**src/rtl/float_align_pipe.sv**
```systemverilog
// float_align_pipe: multi-lane operand-alignment front end for the float adder.
//
// Per lane, the two operands are ordered by effective exponent. The larger one goes
// first, and on a tie lhs stays the larger. The exponent difference is computed, and
// the smaller operand's extended mantissa is right-shifted by that difference. Bits
// shifted out are collected into a sticky LSB.
//
// The block has two register stages under a single valid/ready handshake. All lanes
// move together.
//   Stage 1: swap decision, operand ordering and exponent difference.
//   Stage 2: alignment shift with sticky.
//
// Ports
//   clk, rst_n            clock (rising edge) and asynchronous active-low reset
//   in_valid / in_ready   input beat handshake
//   lhs, rhs              LANES packed floats {sign, exp, man}, lane i at [i*FW +: FW]
//   out_valid / out_ready output beat handshake
//   big_sign, big_exp     sign and effective exponent of the larger operand
//   big_man               {hidden, man, GUARD_BITS zeros} of the larger operand
//   small_sign            sign of the smaller operand
//   small_man             aligned mantissa of the smaller operand, LSB is sticky
//   exp_diff              effective exponent difference, unsaturated
//   swapped               1 when rhs was selected as the larger operand

module float_align_pipe #(
    parameter int unsigned EXP_WIDTH  = 8,
    parameter int unsigned MAN_WIDTH  = 7,
    parameter int unsigned LANES      = 4,
    parameter int unsigned GUARD_BITS = 3,
    localparam int unsigned FW = EXP_WIDTH + MAN_WIDTH + 1,
    localparam int unsigned XW = MAN_WIDTH + 1 + GUARD_BITS
) (
    input  logic                       clk,
    input  logic                       rst_n,
    input  logic                       in_valid,
    output logic                       in_ready,
    input  logic [LANES*FW-1:0]        lhs,
    input  logic [LANES*FW-1:0]        rhs,
    output logic                       out_valid,
    input  logic                       out_ready,
    output logic [LANES-1:0]           big_sign,
    output logic [LANES*EXP_WIDTH-1:0] big_exp,
    output logic [LANES*XW-1:0]        big_man,
    output logic [LANES-1:0]           small_sign,
    output logic [LANES*XW-1:0]        small_man,
    output logic [LANES*EXP_WIDTH-1:0] exp_diff,
    output logic [LANES-1:0]           swapped
);

    // Stage 1 holds the ordered operands; mantissas include the hidden bit.
    typedef struct packed {
        logic                 big_sign;
        logic [EXP_WIDTH-1:0] big_exp;
        logic [MAN_WIDTH:0]   big_m;
        logic                 small_sign;
        logic [MAN_WIDTH:0]   small_m;
        logic [EXP_WIDTH-1:0] diff;
        logic                 swapped;
    } s1_t;

    typedef struct packed {
        logic                 big_sign;
        logic [EXP_WIDTH-1:0] big_exp;
        logic [XW-1:0]        big_man;
        logic                 small_sign;
        logic [XW-1:0]        small_man;
        logic [EXP_WIDTH-1:0] diff;
        logic                 swapped;
    } s2_t;

    logic s1_valid_q, s2_valid_q;
    logic s1_adv, s2_adv, in_fire;

    s1_t s1_d [LANES];
    s1_t s1_q [LANES];
    s2_t s2_d [LANES];
    s2_t s2_q [LANES];

    // A stage may take new data when it is empty or its contents move on this edge.
    assign s2_adv   = !s2_valid_q || out_ready;
    assign s1_adv   = !s1_valid_q || s2_adv;
    assign in_ready = !s1_valid_q || !s2_valid_q || out_ready;
    assign in_fire  = in_valid && in_ready;

    assign out_valid = s2_valid_q;

    for (genvar i = 0; i < LANES; i++) begin : g_lane
        logic [FW-1:0]        a, b;
        logic                 a_hid, b_hid;
        logic [EXP_WIDTH-1:0] a_exp, b_exp;
        logic                 swap;
        s1_t                  lane_s1;

        assign a = lhs[i*FW +: FW];
        assign b = rhs[i*FW +: FW];

        // Zero exponent field means denormal: effective exponent 1, no hidden bit.
        assign a_hid = |a[FW-2 -: EXP_WIDTH];
        assign b_hid = |b[FW-2 -: EXP_WIDTH];
        assign a_exp = a_hid ? a[FW-2 -: EXP_WIDTH] : EXP_WIDTH'(1);
        assign b_exp = b_hid ? b[FW-2 -: EXP_WIDTH] : EXP_WIDTH'(1);

        // Strict compare so that equal exponents keep lhs as the larger operand.
        assign swap = b_exp > a_exp;

        always_comb begin
            lane_s1            = '0;
            lane_s1.swapped    = swap;
            if (swap) begin
                lane_s1.big_sign   = b[FW-1];
                lane_s1.big_exp    = b_exp;
                lane_s1.big_m      = {b_hid, b[MAN_WIDTH-1:0]};
                lane_s1.small_sign = a[FW-1];
                lane_s1.small_m    = {a_hid, a[MAN_WIDTH-1:0]};
                lane_s1.diff       = b_exp - a_exp;
            end else begin
                lane_s1.big_sign   = a[FW-1];
                lane_s1.big_exp    = a_exp;
                lane_s1.big_m      = {a_hid, a[MAN_WIDTH-1:0]};
                lane_s1.small_sign = b[FW-1];
                lane_s1.small_m    = {b_hid, b[MAN_WIDTH-1:0]};
                lane_s1.diff       = a_exp - b_exp;
            end
        end

        assign s1_d[i] = lane_s1;

        // Stage 2 alignment shift.
        logic [XW-1:0] ext, shifted, lost_mask;
        logic          far;
        s2_t           lane_s2;

        assign ext       = {s1_q[i].small_m, {GUARD_BITS{1'b0}}};
        // At or beyond XW every bit is shifted out, so only the sticky bit survives.
        assign far       = 32'(s1_q[i].diff) >= XW;
        assign shifted   = ext >> s1_q[i].diff;
        assign lost_mask = ~({XW{1'b1}} << s1_q[i].diff);

        always_comb begin
            lane_s2            = '0;
            lane_s2.big_sign   = s1_q[i].big_sign;
            lane_s2.big_exp    = s1_q[i].big_exp;
            lane_s2.big_man    = {s1_q[i].big_m, {GUARD_BITS{1'b0}}};
            lane_s2.small_sign = s1_q[i].small_sign;
            lane_s2.diff       = s1_q[i].diff;
            lane_s2.swapped    = s1_q[i].swapped;
            if (far) begin
                lane_s2.small_man = {{(XW-1){1'b0}}, |ext};
            end else begin
                lane_s2.small_man = shifted | {{(XW-1){1'b0}}, |(ext & lost_mask)};
            end
        end

        assign s2_d[i] = lane_s2;

        assign big_sign[i]                       = s2_q[i].big_sign;
        assign big_exp[i*EXP_WIDTH +: EXP_WIDTH] = s2_q[i].big_exp;
        assign big_man[i*XW +: XW]               = s2_q[i].big_man;
        assign small_sign[i]                     = s2_q[i].small_sign;
        assign small_man[i*XW +: XW]             = s2_q[i].small_man;
        assign exp_diff[i*EXP_WIDTH +: EXP_WIDTH] = s2_q[i].diff;
        assign swapped[i]                        = s2_q[i].swapped;
    end

    always_ff @(posedge clk or negedge rst_n) begin
        if (!rst_n) begin
            s1_valid_q <= 1'b0;
            for (int i = 0; i < LANES; i++) begin
                s1_q[i] <= '0;
            end
        end else begin
            if (s1_adv) begin
                s1_valid_q <= in_valid;
            end
            if (in_fire) begin
                for (int i = 0; i < LANES; i++) begin
                    s1_q[i] <= s1_d[i];
                end
            end
        end
    end

    always_ff @(posedge clk or negedge rst_n) begin
        if (!rst_n) begin
            s2_valid_q <= 1'b0;
            for (int i = 0; i < LANES; i++) begin
                s2_q[i] <= '0;
            end
        end else begin
            if (s2_adv) begin
                s2_valid_q <= s1_valid_q;
            end
            // Output registers only change when a real beat moves in, so a stall holds them.
            if (s2_adv && s1_valid_q) begin
                for (int i = 0; i < LANES; i++) begin
                    s2_q[i] <= s2_d[i];
                end
            end
        end
    end

endmodule

```
**config.mk**
```make
export PLATFORM = sky130hd
export DESIGN_NAME = float_align_pipe
export DESIGN_NICKNAME = d
export VERILOG_FILES = /design/src/rtl/float_align_pipe.sv
export SDC_FILE = /design/constraint.sdc
export NUM_CORES = 1
export LEC_CHECK = 0
export ABC_AREA = 0
export ABC_CLOCK_PERIOD_IN_PS = 2450
export BUFFER_PORTS_ARGS = -buffer_cell sky130_fd_sc_hd__clkbuf_2
export CAP_MARGIN = 5
export CORE_ASPECT_RATIO = 1.75
export CORE_MARGIN = 3
export CORE_UTILIZATION = 30
export CTS_CLUSTER_DIAMETER = 80
export CTS_CLUSTER_SIZE = 30
export DETAILED_ROUTE_END_ITERATION = 7
export GPL_ROUTABILITY_DRIVEN = 0
export HOLD_SLACK_MARGIN = 0.1
export SLEW_MARGIN = 20
export SYNTH_ARGS = -nofsm -noshare
export SYNTH_HDL_FRONTEND = slang
export SYNTH_SLANG_ARGS = --single-unit
```
**constraint.sdc**
```tcl
create_clock -name clk -period 2.45 [get_ports clk]
set_input_delay 0.1225 -clock clk [delete_from_list [all_inputs] [get_ports clk]]
set_output_delay 0.1225 -clock clk [all_outputs]
set_load 0.01 [all_outputs]
```
==> summary.md, run 1 <==
| Metric | Value |
|---|---|
| DP Worst Slack | -0.544 ns |
| Crit-path max FO | 4 |
| Clk sinks | 294 |
| # fillers | 5589 |
| Crit Path Class | in -> reg |
| Sequential area share after synthesis | 0.437 |
| Register Area | 0.00736 mm^2 |
| Synth Instances | 1988 |
| Non-filler cells, final | 3114 |
| Worst-Skew Late Latency | 0.52 ns |
| Core Rows | 114 |
| Top_reg_cell synth | dfrtp_1 |
| Post-route cell area | 0.0218 mm^2 |
| Number of global-route vias before repair | 15900 |
| Sequential power share | 0.456 |
| RSZ-0062 raised after global routing | true |
| Vias post-DR | 15500 |
| Root Driver | clkbuf_16 |
| Final wirelength | 52700 um |
| Switch share | 0.369 |
| Crit-path max cell delay | 0.54 ns |
| Largest net degree at the start of global routing | 99 |
| Min-delay worst type | in -> reg |
| DRC | 0 |
| Starting density of the core | 0.304 |
| Most frequent cells in the layout | nand2_1 (546), dfrtp_1 (294), clkbuf_2 (284) |
| Initial antenna violation count | 3 |
| Clock slew at reported path FFs | 0.12 ns |
| Post-synth EDFFs | 0 |
| CTS H-tree depth | 1 |
| Status | complete, no violations |
| CTS tree | yes |
| Static Leak | 10.8 nW |
| Core area | 0.0553 mm^2 |
| Final setup TNS | 0 ns |
| Yosys warnings | 0 |
| Final min period | 2.43 ns |
| Commonest non-fill, non-tap cell in the layout | nand2_1 |
| Antenna-violating nets left | 0 |
| # nets final | 2608 |
| Cell area after synthesis | 0.0168 mm^2 |
| Drt initial violations | 858 |
| Area leader, netlist | dfrtp_1 |
| Buf/Inv on CP | 2 |
| TritonRoute pass-1 iters | 5 |
| Worst-Margin Slew | 0.691 ns |
| Worst Slack Setup Final | 0.0248 ns |
| Crit path arrival time | 2.88 ns |
| I/O pins | 298 |
| GR Overflow Total | 0 |
| Share of the synthesized area in the top cell type | 0.437 |
| Max VDD drop | 0.000527 V |
| P_sw | 5.36 mW |
| Rel. slew slack | 0.539 |
| Clock Tree Buf Depth | 3 |
| HPWL after detailed placement | 39900 um |
| Worst Skew | 0.0192 ns |
| Layout cell share with drive strength beyond 1 | 0.246 |
| Synth top area cells | dfrtp_1 (44%), nand2_1 (12%), mux2i_1 (5.8%), o21ai_0 (4.9%), ha_1 (4.5%) |
| CP max-delay cell | or4_4 |
| First-pass GRT wire length | 83200 um |
| Ys async rst share | 1.00 |
| Crit path launch type | input pin |
| Power Dens Cells | 668 mW/mm^2 |
| Part of the cycle the worst path needs | 0.990 |
| Post-layout util | 0.393 |
| Synth-to-layout area growth | 29.2% |
| Drt via density | 4.98 |
| Slew Viols, Final | 0 |
| Die area | 0.0591 mm^2 |
| GRT Total Usage | 0.172 |
| Setup crit end kind | register |
| Int Pwr | 9.18 mW |
| Vert. Die Dim | 319 um |
| Final hold violation count | 0 |
| Top delay family on crit path | simple AND/OR/NAND/NOR gates |
| Cell Chain, Critical Path | clkbuf_2 > or4_4 > nor2_4 > nor2_2 > ha_2 > fa_2 > nand3b_1 > a21boi_4 > o21ai_4 > clkbuf_4 > or3_1 > and4_1 > o31ai_2 |
| Combinational Power Share | 0.331 |
| F_max | 0.412 GHz |
| Clock buffers created by TritonCTS | 15 |
| WP data required | 2.90 ns |
| Placed Instance Area | 0.0201 mm^2 |
| WHS | 0.145 ns |
| Placed cell count | 2980 |
| Endpoints failing setup | 0 |
| Max-cap viol count | 0 |
| Pwr Total | 14.5 mW |
| Die X | 185 um |
| Clock power frac | 0.213 |
| Synth unique cells | 80 |
| Port bufs | 285 |
| Drt wl/cell | 16.9 um |
| Register bit total from synthesis | 294 |
| Avg Inst Size Synth | 8.47 um^2 |
| Multi-input logic area | 0.00869 mm^2 |
==> worst register-to-register path, cell delays in order, from the launching register on <==
cell	delay (ns)
dfrtp_1	0.44
or3_4	0.47
o41ai_1	0.35
a31oi_1	0.12
or4_1	0.52
o21ai_1	0.25
o21ai_1	0.10
==> path summary, 6_finish.rpt <==
kind | end | slack [ns] | start | cells after the start
worst min register to register | big_man[25]$_DFFE_PN0P_ | 0.47 | g_lane[2].lane_s2[24]$_DFFE_PN0P_ | 2
min in group asynchronous | g_lane[2].lane_s2[28]$_DFFE_PN0P_ | 0.15 | rst_n | 2
worst min-delay path | g_lane[2].lane_s2[37]$_DFFE_PN0P_ | 0.14 | rhs[44] | 6
max in group asynchronous | g_lane[3].lane_s2[36]$_DFFE_PN0P_ | 1.43 | rst_n | 3
worst max-delay path | g_lane[2].lane_s2[8]$_DFFE_PN0P_ | 0.02 | rhs[45] | 13
worst max register to register | small_man[0]$_DFFE_PN0P_ | 0.09 | g_lane[0].lane_s2[7]$_DFFE_PN0P_ | 6
==> synthesized netlist by cell type, types with 5 or more instances <==
master / number
mux2i_1: 98
fa_1: 8
and2_1: 5
nand2_1: 548
nand4_1: 8
nand3_1: 14
nand2b_1: 20
nor3_1: 22
nor4_1: 18
buf_1: 7
a21o_1: 12
a2111oi_0: 5
clkbuf_1: 137
buf_6: 5
xnor2_1: 8
o22ai_1: 10
a21oi_1: 91
nor2_1: 100
buf_2: 18
inv_1: 76
a211oi_1: 11
a31oi_1: 23
mux2_2: 17
dfrtp_1: 294
nand3b_1: 6
o21a_1: 9
xor2_1: 5
o21ai_0: 166
or3_1: 8
o41ai_1: 5
or4_1: 14
a311oi_1: 8
buf_4: 17
ha_1: 60
a22o_1: 17
nor2b_1: 16
o211ai_1: 18
==> registers in the layout, indices dropped and copies added (netlist names) <==
| name | flops |
|---|---|
| g_lane.lane_s2 | 108 |
| small_man | 44 |
| big_exp | 32 |
| big_man | 32 |
| exp_diff | 32 |
| g_lane.ext | 32 |
| big_sign | 4 |
| small_sign | 4 |
| swapped | 4 |
| out_valid | 1 |
| s1_valid_q | 1 |
==> layout make-up <==
| cell class | instances | share of cell area |
|---|---|---|
| Multi-Input combinational cell | 1442 | 0.399 |
| Sequential cell | 294 | 0.338 |
| Timing Repair Buffer | 579 | 0.186 |
| Tap cell | 696 | 0.0400 |
| Clock buffer | 16 | 0.0179 |
| Inverter | 76 | 0.0131 |
| Clock inverter | 8 | 0.00495 |
| Antenna cell | 3 | 0.000345 |
==> power groups by stage <==
stage	logic [mW]	clock network [mW]	registers [mW]
after floorplan	2.77	0	6.59
after global placement	4.57	0	6.70
after detailed placement	4.66	0	6.73
after CTS	4.80	3.25	6.64
after global routing	5.35	3.38	6.77
final	4.81	3.10	6.63
==> cell families (layout without fill, tap and decap cells) <==
group | Yosys count | after routing | synth area share
AOI/OAI and AO/OA | 427 | 427 | 0.158
xor gates and xnor gates | 13 | 13 | 0.00676
adders and majority gates | 68 | 68 | 0.0541
buffers and inverters | 263 | 679 | 0.0662
DFF | 294 | 294 | 0.437
muxes | 119 | 119 | 0.0745
other | 1 | 15 | 0.000223
and+or+nand+nor | 803 | 803 | 0.203
==> layer usage <==
| metal | vias to the layer above | share of wire | global-route usage |
|---|---|---|---|
| met3 | 102 | 0.050 | 0.0265 |
| met2 | 456 | 0.53 | 0.324 |
| met4 | 0 | 0.035 | 0.0626 |
| met1 | 7415 | 0.39 | 0.194 |
| met5 | - | 0 | 0 |
| li1 | 7546 | - | - |
==> what timing repair did <==
| item | 4_1_cts | 5_1_grt |
|---|---|---|
| endpoints found under the hold margin | 246 | 0 |
| hold buffers | 101 | 0 |
| resized for setup | 0 | 23 |
| endpoints found under the setup margin | 0 | 51 |
| buffers inserted | 0 | 6 |
Note: power is estimated with default switching activity, not from simulation.
==> run 2: changes to the inputs <==
ABC_AREA = 1   (was 0)
==> run 2 against run 1 <==
Effect of this change: setup slack better by 0.093 ns; clock power up 26%; critical path depth increased by 4; die area increased by 4.6%; power up 9.4%; cell count rose by 15%; sequential power down 1%.
==> summary.md, run 2 <==
| Metric | Value |
|---|---|
| Synth Instances | 2405 (was 1988) |
| Cell area after synthesis | 0.0176 mm^2 (was 0.0168 mm^2) |
| Layout cell share with drive strength beyond 1 | 0.188 (was 0.246) |
| Clock slew at reported path FFs | 0.12 ns (about the same) |
| Endpoints failing setup | 0 (unchanged) |
| Setup crit end kind | register (unchanged) |
| Most common library cells after synthesis | nand2_1 (798), dfrtp_1 (294), a21oi_1 (243), nor2_1 (182), inv_1 (151) (was nand2_1 (548), dfrtp_1 (294), o21ai_0 (166), clkbuf_1 (137), nor2_1 (100)) |
| Int Pwr | 9.68 mW (was 9.18 mW) |
| Commonest non-fill, non-tap cell in the layout | nand2_1 (unchanged) |
| Most frequent cells in the layout | nand2_1 (797), dfrtp_1 (294), clkbuf_2 (282) (was nand2_1 (546), dfrtp_1 (294), clkbuf_2 (284)) |
| Share of the synthesized area in the top cell type | 0.417 (was 0.437) |
| Synth top area cells | dfrtp_1 (42%), nand2_1 (17%), a21oi_1 (6.9%), ha_1 (4.3%), nor2_1 (3.9%) (was dfrtp_1 (44%), nand2_1 (12%), mux2i_1 (5.8%), o21ai_0 (4.9%), ha_1 (4.5%)) |
| Power Dens Cells | 709 mW/mm^2 (was 668 mW/mm^2) |
| Post-synth EDFFs | 0 (unchanged) |
| Mux cell area share after synthesis | 0 (was 0.0745) |
| Vert. Die Dim | 327 um (was 319 um) |
| Vias post-DR | 17000 (was 15500) |
| FF-to-FF path depth | 7 (was 6) |
| Drt initial violations | 791 (was 858) |
| Count leader, synth | nand2_1 (unchanged) |
| Port bufs | 285 (unchanged) |
| Clock buffers created by TritonCTS | 18 (was 15) |
| CTS tree | yes (unchanged) |
| Core Rows | 117 (was 114) |
| Clock Tree Buf Depth | 3 (unchanged) |
| Final hold violation count | 0 (unchanged) |
| Antenna-violating nets left | 0 (unchanged) |
| DRC | 0 (unchanged) |
| First-pass GRT wire length | 92500 um (was 83200 um) |
| Pwr Total | 15.9 mW (was 14.5 mW) |
| Final min period | 2.33 ns (was 2.43 ns) |
| Min-delay worst type | in -> async (was in -> reg) |
| GR Overflow Total | 0 (unchanged) |
| I/O pins | 298 (unchanged) |
| XOR/XNOR share of the synthesized area | 0.0179 (was 0.00676) |
| Root Driver | clkbuf_16 (unchanged) |
| Slew Viols, Final | 0 (unchanged) |
| HPWL after detailed placement | 41600 um (was 39900 um) |
| CTS H-tree depth | 1 (unchanged) |
| TritonRoute pass-1 iters | 5 (unchanged) |
| # nets final | 2994 (was 2608) |
| Worst-Skew Late Latency | 0.55 ns (was 0.52 ns) |
| Synth-to-layout area growth | 27.1% (was 29.2%) |
| Clk sinks | 294 (unchanged) |
| GRT Total Usage | 0.183 (was 0.172) |
| Post-Synth Simple-Gate Area | 0.282 (was 0.203) |
| Max reg flops | 108 (unchanged) |
| Non-filler cells, final | 3579 (was 3114) |
| WHS | 0.133 ns (was 0.145 ns) |
| Worst Skew | 0.0228 ns (was 0.0192 ns) |
| P_sw | 6.22 mW (was 5.36 mW) |
| Sequential area share after synthesis | 0.417 (was 0.437) |
| Synth unique cells | 43 (was 80) |
| Crit Path Class | in -> reg (unchanged) |
| Placed Instance Area | 0.0201 mm^2 (about the same) |
| Largest family of logic cells by synthesized area | simple AND/OR/NAND/NOR gates (unchanged) |
| Switch share | 0.391 (was 0.369) |
| Die X | 189 um (was 185 um) |
| Crit path launch type | input pin (unchanged) |
| Post-route cell area | 0.0224 mm^2 (was 0.0218 mm^2) |
| Top_reg_cell synth | dfrtp_1 (unchanged) |
| Number of global-route vias before repair | 17600 (was 15900) |
| Max-cap viol count | 0 (unchanged) |
| Crit path arrival time | 2.80 ns (was 2.88 ns) |
| Status | complete, no violations (unchanged) |
| Sequential power share | 0.412 (was 0.456) |
| Register Area | 0.00736 mm^2 (unchanged) |
| Core area | 0.0583 mm^2 (was 0.0553 mm^2) |
| Clock power frac | 0.246 (was 0.213) |
| Avg Inst Size Synth | 7.34 um^2 (was 8.47 um^2) |
| Area leader, netlist | dfrtp_1 (unchanged) |
| Combinational Power Share | 0.341 (was 0.331) |
| Die area | 0.0619 mm^2 (was 0.0591 mm^2) |
| Worst-Margin Slew | 0.681 ns (was 0.691 ns) |
| Max VDD drop | 0.000678 V (was 0.000527 V) |
| Register bit total from synthesis | 294 (unchanged) |
| Post-layout util | 0.385 (was 0.393) |
| Drt via density | 4.74 (was 4.98) |
| F_max | 0.429 GHz (was 0.412 GHz) |
| Placed cell count | 3396 (was 2980) |
| Static Leak | 11.3 nW (was 10.8 nW) |
| Post-Synth Adder-Cell Area | 0.0516 (was 0.0541) |
| Starting density of the core | 0.303 (was 0.304) |
| Part of the cycle the worst path needs | 0.952 (was 0.990) |
| Area fraction in compound gates after synthesis | 0.133 (was 0.158) |
| Largest net degree at the start of global routing | 151 (was 99) |
| Crit-path max FO | 15 (was 4) |
| # fillers | 6123 (was 5589) |
| WP data required | 2.92 ns (was 2.90 ns) |
| Drt wl/cell | 16.0 um (was 16.9 um) |
| Ys async rst share | 1.00 (unchanged) |
| Initial antenna violation count | 1 (was 3) |
| Yosys warnings | 0 (unchanged) |
| Rel. slew slack | 0.546 (was 0.539) |
| Multi-input logic area | 0.00867 mm^2 (was 0.00869 mm^2) |
| Final wirelength | 57100 um (was 52700 um) |
-- run 2: metal layers --
metal,part of all wire,track usage
met3,0.050,0.0290
met5,0,0
met4,0.036,0.0692
met2,0.52,0.344
met1,0.39,0.205
-- run 2: through the flow --
step / setup TNS [ns] / worst slack [ns]
after floorplan: 0 / 0.170
after global placement: -5.98 / -0.207
after detailed placement: -8.55 / -0.246
after CTS: 0 / 0.0271
after global routing: -0.366 / -0.0451
final: 0 / 0.118
-- run 2: path summary, 6_finish.rpt --
kind	from	to	slack (ns)
max	lhs[28]	g_lane[1].lane_s2[26]$_DFFE_PN0P_	0.12
min	rst_n	g_lane[2].ext[8]$_DFFE_PN0P_	0.13
max reg2reg	s1_valid_q$_DFFE_PN0P_	g_lane[2].lane_s2[35]$_DFFE_PN0P_	0.18
min reg2reg	g_lane[2].lane_s2[32]$_DFFE_PN0P_	big_exp[16]$_DFFE_PN0P_	0.46
max in group asynchronous	rst_n	small_man[10]$_DFFE_PN0P_	1.54
min in group clk	lhs[7]	g_lane[0].lane_s2[32]$_DFFE_PN0P_	0.15
-- run 2: cell type report --
class	instances	area share
clock inverter	11	0.0107
clock buffer	20	0.0214
timing repair buffer	550	0.180
tap	773	0.0431
multi-input combinational	1754	0.386
inverter	176	0.0306
sequential	294	0.328
antenna	1	0.000112
-- run 2: power by group through the flow --
stage	clock network, mW	logic (mW)	registers [mW]
final	3.91	5.43	6.56
after global routing	4.26	6.16	6.69
after CTS	4.12	5.45	6.56
after detailed placement	0	5.14	6.65
after global placement	0	5.12	6.64
after floorplan	0	3.24	6.60
-- run 2: timing repair --
item                                   CTS  global route
gates resized for setup                  0            33
hold buffers                           150             0
setup buffers                            0             1
setup endpoints to repair                0            84
endpoints found under the hold margin  399             0
-- run 2: logic make-up after synthesis --
group,count (synthesis)
AO/OA/AOI/OAI,432
flip-flops,294
other,1
buffers and inverters,368
XOR/XNOR,36
adder cells (fa/ha/maj),68
AND/OR/NAND/NOR,1206
-- run 2: critical path: stages --
cell and delay [ns]:
dlygate4sd3_1 0.53, clkbuf_2 0.14, inv_1 0.06, nand4_1 0.11, nor2_1 0.08, nor2_2 0.12
inv_1 0.06, ha_1 0.22, fa_1 0.41, o21ai_2 0.17, nand2_1 0.08, nand2_2 0.09
nand2_4 0.10, inv_6 0.14, buf_12 0.15, nand2_1 0.06, a21oi_1 0.17
==> run 3: changes to the inputs <==
RECOVER_POWER = 25   (was default)
==> run 3 against run 2 <==
Effect of this change: the flow now finishes with violations (max-capacitance violations, max-slew violations); die area is the same; sequential share of layout area hardly changed; clock power barely moved; highest routed layer unchanged.
==> summary.md, run 3 (synthesis results as in run 2) <==
| Metric | Value |
|---|---|
| Final min period | 2.33 ns (about the same) |
| GRT Total Usage | 0.183 (unchanged) |
| GR Overflow Total | 0 (unchanged) |
| Slew Viols, Final | 68 (was 0) |
| P_sw | 6.22 mW (about the same) |
| Drt initial violations | 782 (was 791) |
| Die X | 189 um (unchanged) |
| Vias post-DR | 16900 (was 17000) |
| Layout cell share with drive strength beyond 1 | 0.188 (unchanged) |
| Post-layout util | 0.385 (about the same) |
| Crit path arrival time | 2.81 ns (was 2.80 ns) |
| Antenna-violating nets left | 0 (unchanged) |
| I/O pins | 298 (unchanged) |
| Clock power frac | 0.246 (about the same) |
| Core area | 0.0583 mm^2 (unchanged) |
| Root Driver | clkbuf_16 (unchanged) |
| # fillers | 6124 (was 6123) |
| Failing checks | max-capacitance violations, max-slew violations |
| Register Area | 0.00736 mm^2 (unchanged) |
| F_max | 0.428 GHz (was 0.429 GHz) |
| Power Dens Cells | 709 mW/mm^2 (about the same) |
| Rel. slew slack | -0.322 (was 0.546) |
| First-pass GRT wire length | 92500 um (unchanged) |
| Multi-input logic area | 0.00867 mm^2 (unchanged) |
| Non-filler cells, final | 3579 (unchanged) |
| Port bufs | 285 (unchanged) |
| Number of global-route vias before repair | 17600 (unchanged) |
| Commonest non-fill, non-tap cell in the layout | nand2_1 (unchanged) |
| WHS | 0.151 ns (was 0.133 ns) |
| Worst hold path startpoint | lhs[7] |
| WP data required | 2.92 ns (about the same) |
| Synth-to-layout area growth | 27.0% (was 27.1%) |
| Die area | 0.0619 mm^2 (unchanged) |
| Part of the cycle the worst path needs | 0.953 (was 0.952) |
| Initial antenna violation count | 1 (unchanged) |
| Crit Path Class | in -> reg (unchanged) |
| Drt via density | 4.74 (about the same) |
| Largest net degree at the start of global routing | 151 (unchanged) |
| Setup crit end kind | register (unchanged) |
| Switch share | 0.391 (about the same) |
| Crit-path max FO | 15 (unchanged) |
| Drt wl/cell | 16.0 um (about the same) |
| DRC | 0 (unchanged) |
| Status | complete, but fails checks (was complete, no violations) |
| Worst Skew | 0.0234 ns (was 0.0228 ns) |
| Worst-Skew Late Latency | 0.55 ns (about the same) |
| Int Pwr | 9.67 mW (was 9.68 mW) |
| Final wirelength | 57100 um (about the same) |
| Reg-to-reg startpoint | s1_valid_q$_DFFE_PN0P_ (unchanged) |
| Starting density of the core | 0.303 (unchanged) |
| Clock Tree Buf Depth | 3 (unchanged) |
| Worst Setup SP | lhs[28] (unchanged) |
| Clock slew at reported path FFs | 0.11 ns (was 0.12 ns) |
| Final hold violation count | 0 (unchanged) |
| Max reg flops | 108 (unchanged) |
| Clk sinks | 294 (unchanged) |
| Crit path launch type | input pin (unchanged) |
| Endpoints failing setup | 0 (unchanged) |
| Vert. Die Dim | 327 um (unchanged) |
| Max-cap viol count | 1 (was 0) |
| HPWL after detailed placement | 41600 um (unchanged) |
| Min-delay worst type | in -> reg (was in -> async) |
| CTS H-tree depth | 1 (unchanged) |
| TritonRoute pass-1 iters | 5 (unchanged) |
| Max VDD drop | 0.000678 V (about the same) |
| Core Rows | 117 (unchanged) |
| CTS tree | yes (unchanged) |
| Sequential power share | 0.413 (was 0.412) |
| Most frequent cells in the layout | nand2_1 (797), dfrtp_1 (294), clkbuf_2 (288) (was nand2_1 (797), dfrtp_1 (294), clkbuf_2 (282)) |
| Worst-Margin Slew | 1.98 ns (was 0.681 ns) |
| Clock buffers created by TritonCTS | 18 (unchanged) |
| Static Leak | 11.3 nW (about the same) |
| Combinational Power Share | 0.341 (about the same) |
| Placed cell count | 3396 (unchanged) |
| # nets final | 2994 (unchanged) |
run 3: area by class of cell:
cell class | count | share of cell area
diodes | 1 | 0.000112
clock buffers | 20 | 0.0214
clock inverters | 11 | 0.0107
inverters | 176 | 0.0306
multi-input cells | 1754 | 0.387
flip-flops and latches | 294 | 0.328
well taps | 773 | 0.0432
repair buffers | 550 | 0.179
run 3: final timing paths:
kind / end / slack, ns / depth (start not counted)
setup / recovery: g_lane[1].lane_s2[26]$_DFFE_PN0P_ / 0.12 / 17
hold / removal: g_lane[0].lane_s2[32]$_DFFE_PN0P_ / 0.15 / 6
setup reg to reg: g_lane[2].lane_s2[35]$_DFFE_PN0P_ / 0.18 / 7
hold reg to reg: big_exp[16]$_DFFE_PN0P_ / 0.46 / 2
max in group asynchronous: exp_diff[9]$_DFFE_PN0P_ / 0.43 / 3
min in group asynchronous: g_lane[2].ext[8]$_DFFE_PN0P_ / 0.65 / 2
run 3: critical path: stages:
cell and delay, ns:
dlygate4sd3_1 0.53, clkbuf_2 0.14, inv_1 0.06, nand4_1 0.11, nor2_1 0.08, nor2_2 0.12
inv_1 0.06, ha_1 0.22, fa_1 0.41, o21ai_2 0.17, nand2_1 0.08, nand2_2 0.09
nand2_4 0.10, inv_6 0.14, buf_12 0.15, nand2_1 0.06, a21oi_1 0.17
run 3: power groups by stage:
stage | clock, mW | sequential [mW] | combinational (mW)
3_3_place_gp | 0 | 6.64 | 5.12
6_report | 3.92 | 6.56 | 5.42
3_5_place_dp | 0 | 6.65 | 5.14
4_1_cts | 4.12 | 6.56 | 5.45
5_1_grt | 4.26 | 6.69 | 6.15
2_1_floorplan | 0 | 6.60 | 3.24
run 3: metrics by stage:
stage	power (mW)	setup WS [ns]	instance area [um^2]	TNS, ns
finish	15.9	0.116	22400	0
global route	17.1	-0.0451	22400	-0.366
CTS	16.1	0.0271	22300	0
detailed placement	11.8	-0.246	20100	-8.55
global placement	11.8	-0.207	20100	-5.98
floorplan	9.84	0.170	17700	0
run 3: timing repair:
| action | in CTS | in global routing |
|---|---|---|
| endpoints found under the hold margin | 399 | 0 |
| setup buffers | 0 | 1 |
| hold buffers | 150 | 0 |
| resized for setup | 0 | 33 |
| setup endpoints to repair | 0 | 84 |
run 3: layer usage:
metal / wire (um) / global-route usage / vias to the layer above
met5: 0 / 0 / -
met4: 2030 / 0.0692 / 0
met3: 2850 / 0.0290 / 128
met2: 29900 / 0.344 / 454
met1: 22400 / 0.205 / 7949
li1: - / - / 8417
